[config.mk]
export PLATFORM = sky130hd
export DESIGN_NAME = query_decode
export DESIGN_NICKNAME = d
export VERILOG_FILES = /design/src/rtl/query_decode.sv
export SDC_FILE = /design/constraint.sdc
export NUM_CORES = 1
export LEC_CHECK = 0
export ABC_AREA = 0
export BUFFER_PORTS_ARGS = -buffer_cell sky130_fd_sc_hd__buf_2
export CORE_MARGIN = 4
export CORE_UTILIZATION = 56
export CTS_CLUSTER_DIAMETER = 50
export DETAILED_ROUTE_END_ITERATION = 8
export HOLD_SLACK_MARGIN = 0.06
export PLACE_DENSITY = 0.89
export SETUP_SLACK_MARGIN = 0.4
export SLEW_MARGIN = 20
export SYNTH_ARGS = -nofsm -noshare
export SYNTH_HDL_FRONTEND = slang
export SYNTH_SLANG_ARGS = --single-unit
[constraint.sdc]
create_clock -name clk -period 2.5 [get_ports clk]
set_input_delay 0.25 -clock clk [delete_from_list [all_inputs] [get_ports clk]]
set_output_delay 0.25 -clock clk [all_outputs]
set_load 0.005 [all_outputs]
[src/rtl/query_decode.sv]
// query_decode: bit-serial Gen2 Query decoder with opcode and CRC-5 check feeding the tx-settings register
module query_decode #(
    parameter int         TRCAL_W    = 10,
    parameter logic [4:0] CRC_PRESET = 5'b01001
) (
    input  logic               clk,
    input  logic               reset,
    input  logic               cmd_start,
    input  logic [TRCAL_W-1:0] trcal_meas,
    input  logic               bit_valid,
    input  logic               bit_in,
    output logic               dr_out,
    output logic [1:0]         m_out,
    output logic               trext_out,
    output logic [1:0]         sel_out,
    output logic [1:0]         session_out,
    output logic               target_out,
    output logic [3:0]         q_out,
    output logic [TRCAL_W-1:0] trcal_out,
    output logic               query_complete,
    output logic               crc_error
);
    typedef enum logic [2:0] {IDLE, OPC, BODY, CRC, DONE, ABORT} state_t;

    state_t             state_q, state_d;
    logic [4:0]         cnt_q, cnt_d;
    logic [12:0]        shadow_q, shadow_d;
    logic [4:0]         crc_q, crc_d;
    logic [TRCAL_W-1:0] trcal_sh_q, trcal_sh_d;
    logic [12:0]        fields_q, fields_d;
    logic [TRCAL_W-1:0] trcal_q, trcal_d;
    logic               qc_q, qc_d;
    logic               err_q, err_d;
    logic               fb;
    logic [4:0]         crc_next;

    assign fb       = bit_in ^ crc_q[4];
    assign crc_next = {crc_q[3], crc_q[2] ^ fb, crc_q[1], crc_q[0], fb};

    always_comb begin
        state_d    = state_q;
        cnt_d      = cnt_q;
        shadow_d   = shadow_q;
        crc_d      = crc_q;
        trcal_sh_d = trcal_sh_q;
        fields_d   = fields_q;
        trcal_d    = trcal_q;
        qc_d       = 1'b0;
        err_d      = 1'b0;
        if (cmd_start) begin
            state_d    = OPC;
            cnt_d      = 5'd0;
            shadow_d   = 13'd0;
            crc_d      = CRC_PRESET;
            trcal_sh_d = trcal_meas;
        end else begin
            case (state_q)
                OPC: if (bit_valid) begin
                    crc_d = crc_next;
                    cnt_d = cnt_q + 5'd1;
                    // opcode 1000: only bit 0 is a one
                    if (bit_in != (cnt_q == 5'd0))
                        state_d = ABORT;
                    else if (cnt_q == 5'd3)
                        state_d = BODY;
                end
                BODY: if (bit_valid) begin
                    crc_d    = crc_next;
                    cnt_d    = cnt_q + 5'd1;
                    shadow_d = {shadow_q[11:0], bit_in};
                    state_d  = (cnt_q == 5'd16) ? CRC : BODY;
                end
                CRC: if (bit_valid) begin
                    crc_d   = crc_next;
                    cnt_d   = cnt_q + 5'd1;
                    state_d = (cnt_q == 5'd21) ? DONE : CRC;
                end
                DONE: begin
                    state_d = IDLE;
                    if (crc_q == 5'd0) begin
                        fields_d = shadow_q;
                        trcal_d  = trcal_sh_q;
                        qc_d     = 1'b1;
                    end else begin
                        err_d = 1'b1;
                    end
                end
                default: ;
            endcase
        end
    end

    always_ff @(posedge clk or posedge reset) begin
        if (reset) begin
            state_q    <= IDLE;
            cnt_q      <= 5'd0;
            shadow_q   <= 13'd0;
            crc_q      <= CRC_PRESET;
            trcal_sh_q <= '0;
            fields_q   <= 13'd0;
            trcal_q    <= '0;
            qc_q       <= 1'b0;
            err_q      <= 1'b0;
        end else begin
            state_q    <= state_d;
            cnt_q      <= cnt_d;
            shadow_q   <= shadow_d;
            crc_q      <= crc_d;
            trcal_sh_q <= trcal_sh_d;
            fields_q   <= fields_d;
            trcal_q    <= trcal_d;
            qc_q       <= qc_d;
            err_q      <= err_d;
        end
    end

    assign {dr_out, m_out, trext_out, sel_out, session_out, target_out, q_out} = fields_q;
    assign trcal_out      = trcal_q;
    assign query_complete = qc_q;
    assign crc_error      = err_q;
endmodule
After elaboration in Yosys (flattened, before gate mapping):

Index checks and enable logic that the tools add are counted.

* output and inout port bits: 25
* bits of input ports: 15
* word-level logic and storage cells: 60
* bits in registers: 61

* reductions and logical operators: 11
* add/subtract/negate cells: 1
* mux-type cells: 24
* eq/ne operators: 12
* bitwise operators: 3

Operator list (count)
* 13-bit two-way mux: 3
* 5-bit two-way mux: 6
* 3-bit two-way mux: 7
* 3-bit case mux with 4 select lines: 1
* 5-bit equality test, second input constant: 2
* 5-bit zero test: 2
* 3-bit inequality test, second input constant: 3
* 1-bit two-way mux: 7
* 3-bit by 2-bit equality test with 1-bit output, second input constant: 2
* 2-bit nonzero test: 3
* 5-bit by 1-bit adder with 5-bit output, second input constant: 1
* 5-bit by 2-bit equality test with 1-bit output, second input constant: 1
* 5-bit AND reduction: 1
* 5-bit nonzero test: 1
* 4-bit inequality test, second input constant: 1
* 2-bit AND reduction: 2
* 3-bit by 1-bit equality test with 1-bit output, second input constant: 1
* 3-bit equality test, second input constant: 1
* 3-bit AND reduction: 1
* 3-bit OR reduction: 1
* 1-bit bitwise XOR: 2
* 1-bit inequality test: 1
* 1-bit NOT: 1

Longest topological paths before layout:

Gate-level depths: netlist of the first run.

* depth in word-level cells: 6
* depth in mapped cells: 7

Worst setup path after synthesis of the first run:

No wires, ideal clock.

* path type: flip-flop to flip-flop
* start point: reg crc_q[1]
* end point: reg fields_q[0]
* slack: 0.554 ns
* stages on the path, launching flop included: 5
* arrival time: 1.821 ns
* clock period less this slack: 1.946 ns
* data required time: 2.375 ns
* cell sequence: dfrtp_1 -> or4_4 -> nor4_4 -> buf_6 -> mux2_2

* cells in the longest elaborated chain, start to end: 2

RTL lines
* start, declared: line 28 `logic [4:0] crc_q, crc_d;`
* start signal, assigned: line 108 `crc_q <= crc_d;`
* 5-bit zero test: line 80 `if (crc_q == 5'd0) begin`
* 3-bit AND reduction (no source line)
* end signal, assigned: line 110 `fields_q <= fields_d;`
* end, declared: line 30 `logic [12:0] fields_q, fields_d;`

No other way between the ends.
A chain may end at the register's enable or synchronous reset.

Worst setup path after layout of the first run:

* start point: reg crc_q[1]
* end point: reg fields_q[6]

Same word-level chain as after synthesis.

==> results of run 1 <==
[layer usage]
metal | vias up | GRT usage (%) | routed length [um]
li1 | 836 | - | -
met1 | 885 | 22.78 | 2147
met2 | 40 | 32.36 | 2735
met3 | 13 | 4.147 | 198
met4 | 0 | 12.28 | 121
met5 | - | 0 | 0
[metrics by stage]
step	utilization, %	std cells	total power [mW]
floorplan	-	219	1.478
global placement	64.03	304	1.572
detailed placement	64.03	304	1.604
CTS	69.44	320	2.659
global route	69.53	320	2.768
finish	69.53	320	2.636
[cell type report]
cell class                      instances  area, um2  share of cell area [%]
Sequential cell                        61       1529                   49.82
Multi-Input combinational cell        142      980.9                   31.96
Timing Repair Buffer                   44      236.5                   7.705
Clock buffer                           10      127.6                   4.158
Clock inverter                          6      111.4                   3.628
Tap cell                               52      65.06                   2.120
Inverter                                5      18.77                  0.6115
[path summary, 6_finish.rpt]
check | to | cells past startpoint | start
max reg2reg | fields_q[6]$_DFFE_PP0P_ | 4 | crc_q[1]$_DFFE_PP0P_
min in group clk | trcal_sh_q[3]$_DFFE_PP0P_ | 2 | trcal_meas[3]
min reg2reg | trcal_out[7]$_DFFE_PP0P_ | 1 | trcal_sh_q[7]$_DFFE_PP0P_
max in group asynchronous | trcal_out[0]$_DFFE_PP0P_ | 3 | reset
min | trcal_sh_q[7]$_DFFE_PP0P_ | 3 | reset
max | fields_q[6]$_DFFE_PP0P_ | 4 | crc_q[1]$_DFFE_PP0P_
[cells in the final DEF, fill, tap and decap left out, types with 4 or more instances in the layout]
cell	n
buf_4	4
clkbuf_8	9
mux2_2	33
buf_2	39
nand2_1	41
dfrtp_1	59
xnor2_1	5
inv_1	4
a21oi_1	19
nor2_1	8
[flip-flops by register name, indices dropped and copies added, names as in the netlist]
signal and flops:
crc_q 5, shadow_q 13, trcal_sh_q 10, cnt_q 5
query_complete 1, crc_error 1, fields_q 13, trcal_out 10
state_q 3
[power by group through the flow]
stage	combinational, mW	sequential [mW]	clock (mW)
6_report	0.420	1.17	1.04
5_1_grt	0.473	1.18	1.11
4_1_cts	0.422	1.17	1.07
3_5_place_dp	0.418	1.19	0
3_3_place_gp	0.394	1.18	0
2_1_floorplan	0.324	1.15	0
[critical path, cell delays in order, from the launching register on]
cell     delay [ps]
dfrtp_1         410
or4_4           570
nor4_4          250
buf_6           280
mux2_2          370
[kinds of logic (layout without fill, tap and decap cells)]
family / after synthesis / count (layout) / share of synthesized area, %
simple gates: 68 / 68 / 12.83
flops: 61 / 61 / 59.15
mux: 33 / 33 / 14.38
compound gates: 31 / 31 / 6.922
buf+inv: 16 / 65 / 2.904
xor+xnor: 7 / 7 / 2.372
fa+ha+maj: 3 / 3 / 1.452
==> results.py, run 1 <==
metrics = {
    "floorplan": {
        "die_y_um": 75.94,
        "die-area_um2": 5767,
        "die_w_um": 75.94,
        "row_count": 24,
        "core_um2": 4414,
        "initial_core_util_pct": 58.56,
        "ioPinCount": 40,
    },
    "layout": {
        "nets": 281,
        "drive_gt1_share_pct": 36.57,
        "finish.instance_area_um2": 3069,
        "n_antenna_cell": 0,
        "n_fill_cell": 310,
        "syn_to_final_growth_pct": 18.73,
    },
    "power": {
        "p_comb_share_pct": 15.9,
        "swShare_pct": 26.99,
        "power_density_nw_per_um2": 858.7,
        "clkPwrFrac_pct": 39.6,
        "peakVddDrop_uv": 382.0,
        "pwr-share-seq_pct": 44.5,
        "p_int_mw": 1.924,
        "switching_power_mw": 0.7114,
        "leakagePower_nw": 1.500,
    },
    "grt": {
        "grt_pass1_wl_um": 8880,
        "grt-ovfl-total": 0,
        "grt.total_usage_pct": 19.50,
        "grt_max_degree": 62,
        "antenna_found_initial": 0,
        "grt_pass1_vias": 1879,
    },
    "yosys": {
        "syn_nets": 237,
        "ys_warn_count": 0,
        "async_reset_ff_share_pct": 100.0,
        "synth.avg_cell_area_um2": 11.80,
        "syn_area_um2": 2585,
        "ys_top_cells_by_area": "dfrtp_1 57%, mux2_2 14%, nand2_1 6.0%",
        "ys_ff_latch": 61,
        "synth-edff-count": 0,
        "syn_inst": 219,
        "synth.most_common_cell": "dfrtp_1",
        "synth.cells.most_frequent": "59 x dfrtp_1, 41 x nand2_1, 33 x mux2_2",
        "ys_seq_area_share_pct": 59.15,
        "yosysTopAreaCell": "dfrtp_1",
        "synth_cell_types": 34,
        "synth_flop_cell": "dfrtp_1",
        "yosys.area.top_type_share_pct": 57.12,
    },
    "sta": {
        "skew_ps": 7.027,
        "worst_pin_slew_ps": 747.5,
        "final.setup.tns_ps": 0,
        "fin_crit_sh_pct": 80.21,
        "rsz0062_at_grt": "no",
        "max-slew-margin-rel_pct": 50.17,
        "period_needed_ps": 2005,
        "setup_ws_ps": 494.7,
        "fin_hold_ws_ps": 106.7,
        "slew_violations": 0,
        "finalSetupViolCount": 0,
        "clock.fmax_ghz": 0.4987,
        "hold_violations": 0,
    },
    "run_status": {
        "run_status": "complete, no violations",
    },
    "critical_path": {
        "required_ps": 2720,
        "worst_ep_arrival_time_ps": 2220,
        "cp-end-kind": "flop",
        "start_kind": "flop",
        "setup.worst_path.class": "flop to flop",
        "path_max_fanout": 24,
        "reg2reg_setup_slack_ps": 490,
    },
    "placement": {
        "dp_hpwl_um": 3397,
        "placed_area_um2": 2826,
        "place.gp.congestion": 0.8780,
        "io_buffers": 39,
        "preCtsSetupSlack_ps": 466.0,
    },
    "drt": {
        "vias": 1774,
        "finalWirelength_um": 5202,
        "drc": 0,
        "ant_nets": 0,
        "wl_per_cell_um": 16.26,
        "via_per_inst": 5.544,
        "drt_iter0_markers": 140,
        "drt-pass1-iter-count": 4,
    },
    "clock_network": {
        "clkTransAtPathRegs_ps": 70,
        "clock-sinks": 61,
        "post_cts_buffers": 0,
        "cts_resized": 0,
        "holdBufCountCts": 0,
        "cts_tree": "done",
        "cts_max_level": 3,
        "ctsLongestPathBuffers": 2,
        "clk_latency_ps": 340,
        "cts_root_buffer": "clkbuf_8",
        "cts_inserted_buffers": 9,
    },
    "min_path": {
        "hold_path.class": "input port to asynchronous set/reset pin",
    },
    "job": {
        "maxCapViolCount": 0,
    },
}
Note: power is estimated with default switching activity, not from simulation.
==> run 2: changes to the inputs <==
clock period = 1.85 ns   (was 2.5 ns; I/O delays follow)
==> run 2 against run 1 <==
Against the previous run:
- the flow now finishes with violations (negative setup slack)
- critical path type unchanged
- clock-buffer cell count up 1
- worst setup slack worse by 650 ps
- flip-flop and latch count did not move
- clock power is essentially flat
- routed wire length rose by 40%
- worst hold slack lost 41 ps
- critical path depth is 1 higher
- global-route usage rose by 1.5 points
- register-to-register slack worse by 650 ps
- die area unchanged
- first-iteration DRC count up 96%
==> results.py, run 2 (same netlist as run 1, synthesis figures left out) <==
metrics = {
    "clock_network": {
        "cts_root_buffer": "clkbuf_8",
        "cts_tree": "done",
        "cts_max_level": 3,
        "clk_latency_ps": 350,
        "clkTransAtPathRegs_ps": 70,
        "cts_inserted_buffers": 9,
        "ctsLongestPathBuffers": 2,
        "clock-sinks": 61,
    },
    "placement": {
        "io_buffers": 39,
        "place.gp.congestion": 0.8628,
        "placed_area_um2": 2927,
        "preCtsSetupSlack_ps": -69.05,
        "dp_hpwl_um": 3491,
        "place_inst": 312,
    },
    "grt": {
        "grt.total_usage_pct": 20.96,
        "grt_pass1_vias": 2022,
        "grt_max_degree": 39,
        "grt_pass1_wl_um": 9625,
        "antenna_found_initial": 0,
        "grt-ovfl-total": 0,
    },
    "drt": {
        "drt-pass1-iter-count": 4,
        "vias": 2063,
        "drc": 0,
        "via_per_inst": 6.032,
        "wl_per_cell_um": 21.24,
        "ant_nets": 0,
        "drt_iter0_markers": 275,
        "finalWirelength_um": 7263,
    },
    "sta": {
        "slew_violations": 0,
        "finalSetupViolCount": 23,
        "worst_pin_slew_ps": 543.0,
        "fin_hold_ws_ps": 65.80,
        "fin_crit_sh_pct": 108.4,
        "skew_ps": 7.879,
        "setup_ws_ps": -154.7,
        "max-slew-margin-rel_pct": 63.72,
        "rsz0062_at_grt": "yes",
        "period_needed_ps": 2005,
        "hold_violations": 0,
        "final.setup.tns_ps": -2838,
        "clock.fmax_ghz": 0.4988,
    },
    "critical_path": {
        "reg2reg_setup_slack_ps": -150,
        "path_max_fanout": 6,
        "cp-end-kind": "flop",
        "reg2reg_from": "crc_q[1]$_DFFE_PP0P_",
        "path_buf_inv": 2,
        "worst_ep_arrival_time_ps": 2230,
        "reg2regPathDepth": 5,
        "start_kind": "flop",
        "critical_path.top_delay_family": "simple AND/OR/NAND/NOR gates",
        "worstPathCellList": "or4_4, nor4_4, buf_4, clkbuf_16, mux2_4",
        "r2r_end": "trcal_out[1]$_DFFE_PP0P_",
        "required_ps": 2080,
        "setup.worst_path.class": "flop to flop",
        "max_stage_delay_ps": 550,
        "slowest_stage": "or4_4",
    },
    "layout": {
        "drive_gt1_share_pct": 47.24,
        "final_cell_mix": "57 x dfrtp_1, 40 x nand2_1, 39 x buf_2",
        "nets": 303,
        "biggestRegsByFlops": "fields_q (13), shadow_q (13)",
        "layout_commonest_cell": "dfrtp_1",
        "n_antenna_cell": 0,
        "final_util_pct": 77.69,
        "syn_to_final_growth_pct": 32.67,
        "n_fill_cell": 224,
        "instances_no_fill": 342,
        "finish.instance_area_um2": 3430,
    },
    "floorplan": {
        "die-area_um2": 5767,
        "row_count": 24,
        "ioPinCount": 40,
        "die_w_um": 75.94,
        "core_um2": 4414,
        "die_y_um": 75.94,
        "initial_core_util_pct": 58.56,
    },
    "min_path": {
        "whs_path_depth": 2,
        "holdCritStartpoint": "trcal_meas[5]",
        "hold_path.class": "input port to flop",
        "holdPathEnd": "trcal_sh_q[5]$_DFFE_PP0P_",
    },
    "power": {
        "leakagePower_nw": 1.648,
        "peakVddDrop_uv": 563.6,
        "power.total_mw": 3.628,
        "power_density_nw_per_um2": 1058,
    },
    "run_status": {
        "violations": "negative setup slack",
        "run_status": "finished, violations left",
    },
    "job": {
        "maxCapViolCount": 0,
    },
}
[run 2: cell types whose count changed in the layout (fill, tap and decap cells not counted), moves of 3 or more]
cell	previous run	this run
buf_4	4	18
bufinv_16	3	0
clkinv_2	1	4
mux2_2	33	10
mux2_4	0	23
nor2b_1	3	0
nor2b_4	0	3
[run 2: layout make-up]
cell class	instances	area, um2	area share (%)
multi-input cells	142	1172	34.18
inverters	5	22.52	0.6567
flip-flops and latches	61	1531	44.66
clock inverters	5	27.53	0.8026
clock buffers	11	131.4	3.831
repair buffers	66	479.2	13.97
well taps	52	65.06	1.897
[run 2: how the worst max path moves through the flow]
stage / to / depth (start not counted) / from
final: trcal_out[1]$_DFFE_PP0P_ / 5 / crc_q[1]$_DFFE_PP0P_
after detailed placement: trcal_out[4]$_DFFE_PP0P_ / 4 / crc_q[1]$_DFFE_PP0P_
after global placement: fields_q[11]$_DFFE_PP0P_ / 4 / crc_q[1]$_DFFE_PP0P_
after global routing: trcal_out[1]$_DFFE_PP0P_ / 5 / crc_q[1]$_DFFE_PP0P_
after floorplan: fields_q[0]$_DFFE_PP0P_ / 4 / crc_q[1]$_DFFE_PP0P_
after CTS: trcal_out[4]$_DFFE_PP0P_ / 4 / crc_q[1]$_DFFE_PP0P_
[run 2: timing repair]
| item | CTS | global route |
|---|---|---|
| hold endpoints to repair | 22 | 0 |
| pin swaps | 5 | 7 |
| endpoints found under the setup margin | 49 | 50 |
| cloned | 0 | 5 |
| setup buffers | 3 | 5 |
| hold buffers | 1 | 0 |
| resized for setup | 14 | 41 |
[run 2: layer usage]
metal	global-route usage (%)	vias up	wire length, um
li1	-	882	-
met1	23.57	1040	2941
met5	0	-	0
met3	5.332	32	451
met2	35.36	109	3586
met4	12.81	0	284
[run 2: worst register-to-register path, delay by kind of cell, from the launching register on]
kind / cells / cell delay [ps]
simple gates: 2 / 850
flops: 1 / 390
buf+inv: 2 / 350
mux: 1 / 310
[run 2: power breakdown]
| part | switching (mW) | internal [mW] |
|---|---|---|
| Sequential | 0.121 | 1.46 |
| Combinational | 0.540 | 0.499 |
| Clock | 0.532 | 0.477 |
| Total | 1.19 | 2.43 |
